### src/rtl/fp_mul_pkg.sv
// Shared types and constants for the FP32 multiplier normalize/round back end.
package fp_mul_pkg;

    typedef enum logic [1:0] {
        CLS_NORMAL = 2'b00,
        CLS_ZERO   = 2'b01,
        CLS_INF    = 2'b10,
        CLS_NAN    = 2'b11
    } fp_class_e;

    // Wide enough that the two +1 adjustments on a 10-bit signed sum never wrap.
    localparam int EXP_W = 12;
    localparam logic signed [EXP_W-1:0] EXP_ONE = 1;

    localparam int          EXP_BIAS = 127;
    localparam int          EXP_MAX  = 255;
    localparam logic [31:0] QNAN     = 32'h7FC0_0000;

    localparam int FLAG_OVF = 2;
    localparam int FLAG_UNF = 1;
    localparam int FLAG_INX = 0;

    typedef struct packed {
        logic                    valid;
        logic                    sign;
        fp_class_e               cls;
        logic [22:0]             mant;
        logic                    guard;
        logic                    sticky;
        logic signed [EXP_W-1:0] exp;
    } stage_a_t;

endpackage

### src/rtl/fp32_round_rne.sv
// Round-to-nearest-even on a 23-bit fraction; a mantissa carry-out bumps the exponent.
module fp32_round_rne
    import fp_mul_pkg::*;
(
    input  logic [22:0]             mant,
    input  logic                    guard,
    input  logic                    sticky,
    input  logic signed [EXP_W-1:0] exp,
    output logic [22:0]             mant_rnd,
    output logic signed [EXP_W-1:0] exp_rnd,
    output logic                    inexact
);

    logic        round_up;
    logic [23:0] sum;

    assign round_up = guard & (sticky | mant[0]);
    assign sum      = {1'b0, mant} + {23'd0, round_up};
    assign mant_rnd = sum[23] ? 23'd0 : sum[22:0];
    assign exp_rnd  = sum[23] ? (exp + EXP_ONE) : exp;
    assign inexact  = guard | sticky;

endmodule

### src/rtl/fp32_mul_norm_round.sv
// Two-stage back end of an FP32 multiplier: stage A normalizes the raw product,
// stage B rounds, detects overflow/underflow and packs the IEEE-754 result.
module fp32_mul_norm_round
    import fp_mul_pkg::*;
#(
    parameter int FLUSH_SUBNORMAL = 1
) (
    input  logic        clk,
    input  logic        rst,
    input  logic        in_valid,
    output logic        in_ready,
    input  logic [55:0] in_prod,
    input  logic [9:0]  in_exp,
    input  logic        in_sign,
    input  logic [1:0]  in_special,
    output logic        out_valid,
    input  logic        out_ready,
    output logic [31:0] out_result,
    output logic [2:0]  out_flags
);

    localparam bit FLUSH = (FLUSH_SUBNORMAL != 0);

    logic en;
    assign en       = out_ready | ~out_valid;
    assign in_ready = en;

    logic unused_prod_hi;
    assign unused_prod_hi = ^in_prod[55:48];

    // Stage A: normalize so the leading one sits just above the 23-bit fraction.
    logic signed [EXP_W-1:0] exp_ext;
    stage_a_t                a_reg;
    stage_a_t                a_next;

    assign exp_ext = {{(EXP_W-10){in_exp[9]}}, in_exp};

    always_comb begin
        a_next       = '0;
        a_next.valid = in_valid;
        a_next.sign  = in_sign;
        a_next.cls   = fp_class_e'(in_special);
        if (in_prod[47]) begin
            a_next.mant   = in_prod[46:24];
            a_next.guard  = in_prod[23];
            a_next.sticky = |in_prod[22:0];
            a_next.exp    = exp_ext + EXP_ONE;
        end else begin
            a_next.mant   = in_prod[45:23];
            a_next.guard  = in_prod[22];
            a_next.sticky = |in_prod[21:0];
            a_next.exp    = exp_ext;
        end
    end

    always_ff @(posedge clk or negedge rst) begin
        if (!rst) begin
            a_reg <= '0;
        end else if (en) begin
            a_reg <= a_next;
        end
    end

    // Stage B: round, then classify the rounded exponent.
    logic [22:0]             mant_rnd;
    logic signed [EXP_W-1:0] exp_rnd;
    logic                    rnd_inexact;
    logic [31:0]             b_result;
    logic [2:0]              b_flags;

    fp32_round_rne u_round (
        .mant     (a_reg.mant),
        .guard    (a_reg.guard),
        .sticky   (a_reg.sticky),
        .exp      (a_reg.exp),
        .mant_rnd (mant_rnd),
        .exp_rnd  (exp_rnd),
        .inexact  (rnd_inexact)
    );

    always_comb begin
        b_result = '0;
        b_flags  = '0;
        case (a_reg.cls)
            CLS_ZERO: b_result = {a_reg.sign, 31'd0};
            CLS_INF:  b_result = {a_reg.sign, 8'hFF, 23'd0};
            CLS_NAN:  b_result = QNAN;
            default: begin
                if (exp_rnd >= EXP_MAX) begin
                    b_result           = {a_reg.sign, 8'hFF, 23'd0};
                    b_flags[FLAG_OVF] = 1'b1;
                    b_flags[FLAG_INX] = 1'b1;
                end else if (FLUSH && (exp_rnd <= 0)) begin
                    b_result           = {a_reg.sign, 31'd0};
                    b_flags[FLAG_UNF] = 1'b1;
                    b_flags[FLAG_INX] = 1'b1;
                end else begin
                    b_result           = {a_reg.sign, exp_rnd[7:0], mant_rnd};
                    b_flags[FLAG_INX] = rnd_inexact;
                end
            end
        endcase
    end

    always_ff @(posedge clk or negedge rst) begin
        if (!rst) begin
            out_valid  <= 1'b0;
            out_result <= '0;
            out_flags  <= '0;
        end else if (en) begin
            out_valid  <= a_reg.valid;
            out_result <= b_result;
            out_flags  <= b_flags;
        end
    end

endmodule
### config.mk
export PLATFORM = sky130hd
export DESIGN_NAME = fp32_mul_norm_round
export DESIGN_NICKNAME = d
export VERILOG_FILES = /design/src/rtl/fp_mul_pkg.sv /design/src/rtl/fp32_round_rne.sv /design/src/rtl/fp32_mul_norm_round.sv
export SDC_FILE = /design/constraint.sdc
export NUM_CORES = 1
export LEC_CHECK = 0
export CORE_AREA = 2 2 102 104
export CTS_BUF_LIST = sky130_fd_sc_hd__clkbuf_4 sky130_fd_sc_hd__clkbuf_8
export DETAILED_ROUTE_END_ITERATION = 16
export DIE_AREA = 0 0 104 106
export PLACE_DENSITY = 0.78
export SLEW_MARGIN = 20
export SYNTH_ARGS = -nofsm -noshare
export SYNTH_HDL_FRONTEND = slang
export SYNTH_SLANG_ARGS = --single-unit
### constraint.sdc
create_clock -name clk -period 2 [get_ports clk]
set_input_delay 0.4 -clock clk [delete_from_list [all_inputs] [get_ports clk]]
set_output_delay 0.4 -clock clk [all_outputs]
set_load 0.05 [all_outputs]
# Word level (Yosys, flattened, before mapping)
# Index checks and enable logic that the tools add are counted.
word_totals:
  elab_cells: 38
  ramBits: 0
  inputBits: 73
  register_bits: 77
  mem_bits_ro: 0
  latch_bits: 0
  memories: 0
  output_inout_bits: 37
op_classes:
  n_lt_le_gt_ge: 2
  n_eq_ne: 3
  add_sub_neg: 3
  n_bitwise: 5
  mul: 0
  reduce_logical: 3
  n_div: 0
  mux: 12
  n_shift: 0
ops:
  columns: ["cell", "n"]
  rows:
  - ["$pmux W32 S3", 1]
  - ["$mux W31", 2]
  - ["$mux W37", 1]
  - ["$add A23 B1 Y24", 1]
  - ["$mux W23", 1]
  - ["$reduce_or A23 Y1", 1]
  - ["$reduce_or A22 Y1", 1]
  - ["$add A12 B2 Y12 const B", 1]
  - ["$ge A12 B9 Y1 const B", 1]
  - ["$le A12 B1 Y1 const B", 1]
  - ["$mux W12", 1]
  - ["$add A10 B2 Y11 const B", 1]
  - ["$mux W1", 5]
  - ["$eq A2 B2 Y1 const B", 2]
  - ["$mux W3", 1]
  - ["$or A1 B1 Y1", 3]
  - ["$reduce_or A3 Y1", 1]
  - ["$eq A2 B1 Y1 const B", 1]
  - ["$and A1 B1 Y1", 1]
  - ["$not A1 Y1", 1]

# Depth between registers and ports, before layout
# Gate-level depths: netlist of run 1.
depth:
  depth_word: 8
  mapped_depth: 11
  ltp_nobuf: 9

# Cells and area by module
# A second synthesis of run 1 with hierarchy kept.
unflattened:
  hier_cells: 484
  area_unflattened_um2: 4307.9
modules_own_cells:
  columns: ["module", "area_each_um2", "instances", "cells_per_inst"]
  rows:
  - ["fp32_mul_norm_round", 3495.9, 1, 360]
  - ["fp32_round_rne", 812.0, 1, 124]

# Worst setup path before layout of run 1
# No wires, ideal clock.
synth_path:
  path_kind: "reg2reg"
  startpoint: "register a_reg[12] (netlist bit)"
  endpoint: "register out_result[14]"
  setup_time_ps: 125
  path_slack_ps: -251
  arrival_ps: 2126
  stages_incl_launch_ff: 10
  path_cell_list: "dfrtp_1 o21a_1 ha_1 and3_1 and4_1 a31o_2 and2_1 o31ai_4 buf_6 o31ai_1"
synth_between:
  elab_chain_len: 8
  word_cells_on_any_way: 10
synth_rtl:
  columns: ["element", "line_no", "text"]
  rows:
  - ["from (decl)", "fp32_mul_norm_round.sv:33", "stage_a_t a_reg;"]
  - ["from (signal assigned)", "fp32_mul_norm_round.sv:60", "a_reg <= a_next;"]
  - ["$or A1 B1 Y1 (*)", "fp32_round_rne.sv:17", "assign round_up = guard & (sticky | mant[0]);"]
  - ["$and A1 B1 Y1 (*)", "fp32_round_rne.sv:17", null]
  - ["$add A23 B1 Y24 (*)", "fp32_round_rne.sv:18", "assign sum = {1'b0, mant} + {23'd0, round_up};"]
  - ["$mux W12", "fp32_round_rne.sv:20", "assign exp_rnd = sum[23] ? (exp + EXP_ONE) : exp;"]
  - ["$le A12 B1 Y1", "fp32_mul_norm_round.sv:93", "end else if (FLUSH && (exp_rnd <= 0)) begin"]
  - ["$mux W31", "fp32_mul_norm_round.sv:93", null]
  - ["$mux W31 (*)", "fp32_mul_norm_round.sv:89", "if (exp_rnd >= EXP_MAX) begin"]
  - ["$pmux W32 S3 (*)", "fp32_mul_norm_round.sv:84", "case (a_reg.cls)"]
  - ["to (signal assigned)", "fp32_mul_norm_round.sv:112", "out_result <= b_result;"]
  - ["to (decl)", "fp32_mul_norm_round.sv:18", "output logic [31:0] out_result,"]
# Every way passes the cells marked *; elsewhere a longest branch is shown, timed or not.
# A chain may end at the register's enable or synchronous reset.

# Worst setup path in the final report of run 1
layout_path:
  startpoint: "register a_reg[14] (netlist bit)"
  endpoint: "register out_result[1]"
layout_between:
  elab_chain_len: 8
  word_cells_on_any_way: 10
layout_rtl:
  columns: ["element", "line_no"]
  rows:
  - ["$or A1 B1 Y1", "fp32_round_rne.sv:17"]
  - ["$and A1 B1 Y1", "fp32_round_rne.sv:17"]
  - ["$add A23 B1 Y24 (*)", "fp32_round_rne.sv:18"]
  - ["$mux W12", "fp32_round_rne.sv:20"]
  - ["$le A12 B1 Y1", "fp32_mul_norm_round.sv:93"]
  - ["$mux W31", "fp32_mul_norm_round.sv:93"]
  - ["$mux W31 (*)", "fp32_mul_norm_round.sv:89"]
  - ["$pmux W32 S3 (*)", "fp32_mul_norm_round.sv:84"]
# Marks and branches as above.

==> impl_metrics.yaml, run 1 <==
synth:
  synth_seq_cells: 76
  yosysTopAreaCell: "dfrtp_1"
  syn_avg_cell_area_um2: 9.085
  synth_edf_count: 0
  ys.flop_type: "dfrtp_1"
  synth_warnings: 0
  ys_seq_area_frac: 0.4145
  yosysTopAreaCellShare: 0.4145
  synth.most_common_cell: "nand2_1"
  syn-cell-area_um2: 4588
  synth_area_leaders: "dfrtp_1 (41%), nand2_1 (8.2%), mux2i_1 (5.9%)"
  synthDistinctLibCells: 60
  ys_top_cells_by_count: "nand2_1 (100), dfrtp_1 (76), o21ai_0 (39)"
  netlist_instances: 505
  syn-num-nets: 582
  async_flop_share: 1.000
drt:
  vias_per_cell: 5.314
  route.detailed.drc: 0
  drt_first_pass_iters: 4
  vias: 4283
  ant_nets: 0
  drt-wirelength-per-cell_um: 14.80
  wl_um: 11930
  drtIter0Drc: 171
placement:
  place.gp.congestion: 0.9389
  place_area_um2: 6302
  place_hpwl_um: 9368
  io_buffer_count: 101
  placed_cells: 790
power:
  p_comb_frac: 0.384
  p_int_mw: 3.021
  vdd_drop_max_v: 0.0002918
  p_seq_frac: 0.393
  p_clk_frac: 0.223
  leakagePower_nw: 2.749
  switching_power_mw: 1.695
  power_density_nw_per_um2: 713.4
  switching_share: 0.3594
worst_setup_path:
  criticalPathCategory: "flip-flop to flip-flop"
  startpoint: "a_reg[14]"
  cp_num_buf_inv: 1
  cp_slowest_stage_delay_ns: 0.35
  crit_chain: "o21a_1 > ha_2 > and3_4 > nand4_1 > a211o_1 > and2_4 > o31ai_4 > buf_12 > o31ai_2"
  cp.arrival_ns: 2.46
  critPathCaptureType: "flip-flop"
  cp_slowest_cell: "dfrtp_1"
  critPathTopFamily: "compound AO/OA/AOI/OAI gates"
  path_max_fanout: 24
  start_kind: "flip-flop"
  required_ns: 2.24
  r2r-start: "a_reg[14]"
timing:
  timing.final.ws_setup_ns: -0.2273
  slew_viol_final: 0
  grt_setup_unrepaired: "true"
  tns_ns: -6.540
  final-hold-violation-count: 0
  setup_viol: 34
  period_share: 1.114
  worstMarginPinSlew_ns: 0.5071
  worst_hold_slack_ns: 0.07229
  slew_headroom: 0.6532
  period_minus_slack_ns: 2.227
  fin_skew_ns: 0.008472
  fmax_ghz: 0.4490
floorplanning:
  die_h_um: 106
  start_util: 0.4588
  ioPinCount: 110
  placementRows: 37
  core_um2: 10000
  die_x_um: 104
  die_area_um2: 11020
clock_network:
  htree_num_levels: 3
  cts_buffer_depth: 2
  clock-sinks: 76
  postCtsSetupBuffers: 0
  cts-buffers-inserted: 9
  clock_latency_ns: 0.35
  cts.clk_slew.worst_paths_ns: 0.08
  root_buffer: "clkbuf_8"
  cts_tree: "done"
cells_and_area:
  area_delta_synth_final_pct: 44.07
  fin_util: 0.6610
  fin_cells: 806
  drive_gt1_frac: 0.2358
  postLayoutCellArea_um2: 6610
  finalNetCount: 742
  largest_reg_flops: 40
  num_antenna_cells: 0
grt:
  grt_max_degree: 77
  grtUsageMet1: 0.3017
  grt_pass1_wl_um: 20240
  grt_pass1_vias: 4334
  grtUsageTotal: 0.2255
  grt_busiest_layer: "met2"
  antenna_found_initial: 0
  grt.overflow.total: 0
  use_met2: 0.3618
  use_met3: 0.03311
status:
  violations: "setup timing"
  outcome: "finished, violations left"
run:
  maxCapViolCount: 0
min_path:
  min_path_type: "input port to async pin"
worst paths after layout:
check                      slack, ns  cells past startpoint              to
min                             0.07                      2  out_result[25]
max reg2reg                    -0.23                      9   out_result[1]
min reg2reg                     0.48                      2       a_reg[40]
min in group clk                0.48                      2       a_reg[40]
max in group asynchronous       1.62                      2       a_reg[18]
max                            -0.23                      9   out_result[1]
cell type report:
type / count / area (um2)
Clock inverter: 6 / 40.04
Clock buffer: 10 / 137.6
Timing Repair Buffer: 185 / 1727
Fill cell: 861 / 3390
Multi-Input combinational cell: 390 / 2623
Inverter: 3 / 11.26
Sequential cell: 76 / 1902
Tap cell: 136 / 170.2
placed cells by master, fill, tap and decap left out, types with 3 or more instances in the layout:
| cell type | synthesis | layout |
|---|---|---|
| clkinvlp_4 | 0 | 4 |
| dfrtp_1 | 76 | 76 |
| o21ai_0 | 39 | 39 |
| and3_1 | 8 | 7 |
| and4_1 | 5 | 3 |
| a21oi_2 | 0 | 5 |
| clkbuf_8 | 1 | 10 |
| a21oi_1 | 10 | 5 |
| nand3_1 | 30 | 27 |
| and2_2 | 4 | 4 |
| nand4_1 | 11 | 11 |
| ha_1 | 4 | 3 |
| nor4_1 | 5 | 4 |
| o22a_1 | 3 | 3 |
| buf_4 | 3 | 78 |
| and4_4 | 3 | 5 |
| clkdlybuf4s50_1 | 0 | 95 |
| nand2_1 | 100 | 100 |
| nor2_1 | 18 | 18 |
| a21o_1 | 3 | 3 |
| o31ai_1 | 25 | 22 |
| buf_6 | 4 | 4 |
| nand2b_1 | 5 | 5 |
| mux2i_1 | 27 | 27 |
| or2_2 | 5 | 4 |
| nor3_1 | 4 | 3 |
| xnor2_1 | 24 | 22 |
| buf_12 | 1 | 7 |
| a22o_1 | 3 | 3 |
| o31ai_2 | 0 | 3 |
| xor2_1 | 14 | 14 |
kinds of logic after synthesis:
kind of cell / count (synthesis) / share of synthesized area
simple gates: 221 / 0.2468
mux: 27 / 0.05890
fa+ha+maj: 4 / 0.01091
compound gates: 100 / 0.1470
xor+xnor: 38 / 0.07254
buf+inv: 39 / 0.04936
flops: 76 / 0.4145
per-layer routing:
| metal | vias to the layer above | share of wire |
|---|---|---|
| met2 | 152 | 0.47 |
| met1 | 1989 | 0.44 |
| met3 | 29 | 0.061 |
| met5 | - | 0 |
| met4 | 0 | 0.031 |
| li1 | 2113 | - |
worst register-to-register path, stage by stage (launching register included):
cell and delay [ns]:
dfrtp_1 0.35, o21a_1 0.13, ha_2 0.18, and3_4 0.20, nand4_1 0.18, a211o_1 0.33
and2_4 0.18, o31ai_4 0.27, buf_12 0.20, o31ai_2 0.09
power by group through the flow:
| stage | registers (mW) | logic [mW] | clock network [mW] |
|---|---|---|---|
| floorplan | 2.18 | 0.686 | 0 |
| global placement | 1.87 | 1.71 | 0 |
| detailed placement | 1.89 | 1.75 | 0 |
| CTS | 1.86 | 1.77 | 1.07 |
| global route | 1.89 | 1.95 | 1.12 |
| finish | 1.86 | 1.81 | 1.05 |
per-stage QoR:
step / setup WS [ns] / power [mW]
after CTS: -0.2251 / 4.694
after global placement: -0.2178 / 3.585
after detailed placement: -0.2966 / 3.636
final: -0.2273 / 4.716
after global routing: -0.3903 / 4.955
after floorplan: -0.1559 / 2.869
timing repair:
| item | 4_1_cts | 5_1_grt |
|---|---|---|
| setup endpoints to repair | 34 | 34 |
| gates cloned | 0 | 0 |
| resized for setup | 13 | 12 |
| pin swaps | 4 | 10 |
| hold buffers | 0 | 0 |
(Power assumes the default switching activity.)
==> run 2, diff against run 1 <==
- PLACE_DENSITY: 0.78 -> unset
- PLACE_DENSITY_LB_ADDON: unset -> 0.05
- RECOVER_POWER: unset -> 25
==> run 2 against run 1 <==
The flow still finishes with violations (setup timing). Design area increased by 7.1%. Combinational power increased by 9%. Hold slack improved by 0.10 ns. Clock power increased by 25%. Non-clock buffer count increased by 17. Sequential power about the same. Sequential share of layout area decreased by 1.9 points. Core utilization increased by 4.7 points. Critical endpoint is now out_result[5]. Largest power group is now combinational cells.
==> impl_metrics.yaml, run 2 (synthesized netlist as in run 1, its figures left out) <==
worst_setup_path:
  crit_chain: "o21a_1 > ha_2 > and3_4 > and4_4 > nand4_4 > buf_4 > a21boi_4 > clkbuf_16 > nand2_1 > o31ai_1"
  cp_slowest_cell: "dfrtp_1"
  critPathCaptureType: "flip-flop"
  cp.arrival_ns: 2.58
  cp_slowest_stage_delay_ns: 0.35
  criticalPathCategory: "flip-flop to flip-flop"
  required_ns: 2.26
  path_max_fanout: 6
  start_kind: "flip-flop"
drt:
  vias: 4388
  vias_per_cell: 5.332
  drt_first_pass_iters: 4
  met2_length_um: 6082
  ant_nets: 0
  routed.top_layer: "met4"
  drt-wirelength-per-cell_um: 15.81
  route.detailed.drc: 0
  wl_met3_um: 704
  drtIter0Drc: 140
  wl_met1_um: 6042
  wl_um: 13010
timing:
  final-hold-violation-count: 0
  slew_viol_final: 0
  fmax_ghz: 0.4316
  timing.final.ws_setup_ns: -0.3169
  grt_setup_unrepaired: "true"
  period_minus_slack_ns: 2.317
  fin_skew_ns: 0.009005
  worstMarginPinSlew_ns: 0.9853
  slew_headroom: 0.3431
  setup_viol: 34
  period_share: 1.158
  tns_ns: -7.280
cells_and_area:
  largest_reg_flops: 40
  final_cell_mix: "nand2_1 (100), clkdlybuf4s50_1 (93), buf_4 (90), dfrtp_1 (76), o21ai_0 (38)"
  mostFrequentLayoutCell: "nand2_1"
  finalNetCount: 759
  postLayoutCellArea_um2: 7078
  drive_gt1_frac: 0.2955
  num_antenna_cells: 0
  area_delta_synth_final_pct: 54.27
grt:
  grt.overflow.total: 0
  grt_pass1_wl_um: 20340
  antenna_found_initial: 0
  grt_max_degree: 95
  grt_pass1_vias: 4217
  grtUsageTotal: 0.2298
power:
  vdd_drop_max_v: 0.0003906
  leakagePower_nw: 2.991
  power_density_nw_per_um2: 726.6
floorplanning:
  die_x_um: 104
  placementRows: 37
  core_um2: 10000
  die_h_um: 106
  die_area_um2: 11020
  start_util: 0.4588
  ioPinCount: 110
placement:
  place.gp.congestion: 0.8454
  place_hpwl_um: 9401
  io_buffer_count: 101
  place_area_um2: 6307
clock_network:
  cts-buffers-inserted: 9
  clock_latency_ns: 0.37
  cts.clk_slew.worst_paths_ns: 0.08
  clock-sinks: 76
  cts_tree: "done"
  root_buffer: "clkbuf_8"
  htree_num_levels: 3
  cts_buffer_depth: 2
  hold_buffers: 0
status:
  outcome: "finished, violations left"
  violations: "setup timing"
run:
  maxCapViolCount: 0
min_path:
  min_path_type: "input port to async pin"
==> run 2: layer usage <==
layer	vias up	global-route usage
li1	2164	-
met1	2069	0.3213
met2	137	0.3689
met3	18	0.03311
met4	0	0.07625
met5	-	0
==> run 2: path summary, 6_finish.rpt <==
check                             from        endpoint  slack (ns)  cells after the start
max                          a_reg[14]   out_result[5]       -0.32                     10
min                                rst  out_result[14]        0.17                      1
max reg2reg                  a_reg[14]   out_result[5]       -0.32                     10
min reg2reg                  a_reg[40]       a_reg[40]        0.48                      2
max in group asynchronous          rst  out_result[29]        1.09                      2
min in group clk           in_prod[47]        a_reg[0]        0.44                      3
==> run 2: repair_timing <==
action | in CTS | in global routing
endpoints found under the setup margin | 34 | 34
setup buffers | 3 | 0
gates cloned | 2 | 4
gates resized for setup | 37 | 38
pin swaps | 21 | 19
==> run 2: critical path, delay by kind of cell (launching register included) <==
family | cells | cell delay [ns]
adder cells (fa/ha/maj) | 1 | 0.18
flip-flops | 1 | 0.35
buffers and inverters | 2 | 0.36
AND/OR/NAND/NOR | 4 | 0.61
AO/OA/AOI/OAI | 3 | 0.70
==> run 2: layout make-up <==
cell class              instances  area, um2
clock buffers                  10      131.4
clock inverters                 6      88.84
fillers                       816       2922
inverters                       3      11.26
multi-input cells             390       2844
flip-flops and latches         76       1902
well taps                     136      170.2
repair buffers                202       1931
==> run 2: power by group <==
part / internal (mW) / total, mW / switching [mW]
combinational: 0.902 / 1.97 / 1.07
clock: 0.716 / 1.31 / 0.596
sequential: 1.73 / 1.86 / 0.129
total: 3.35 / 5.14 / 1.79
==> run 2: through the flow <==
step	hold slack [ns]	instances	util	power [mW]	worst slack, ns
floorplan	0.1044	505	-	2.869	-0.1559
global placement	0.3989	798	0.6308	3.603	-0.2863
detailed placement	0.4076	798	0.6308	3.638	-0.3421
CTS	0.01440	819	0.6757	5.045	-0.2592
global route	0.2831	823	0.7078	5.376	-0.4612
finish	0.1721	823	0.7078	5.143	-0.3169
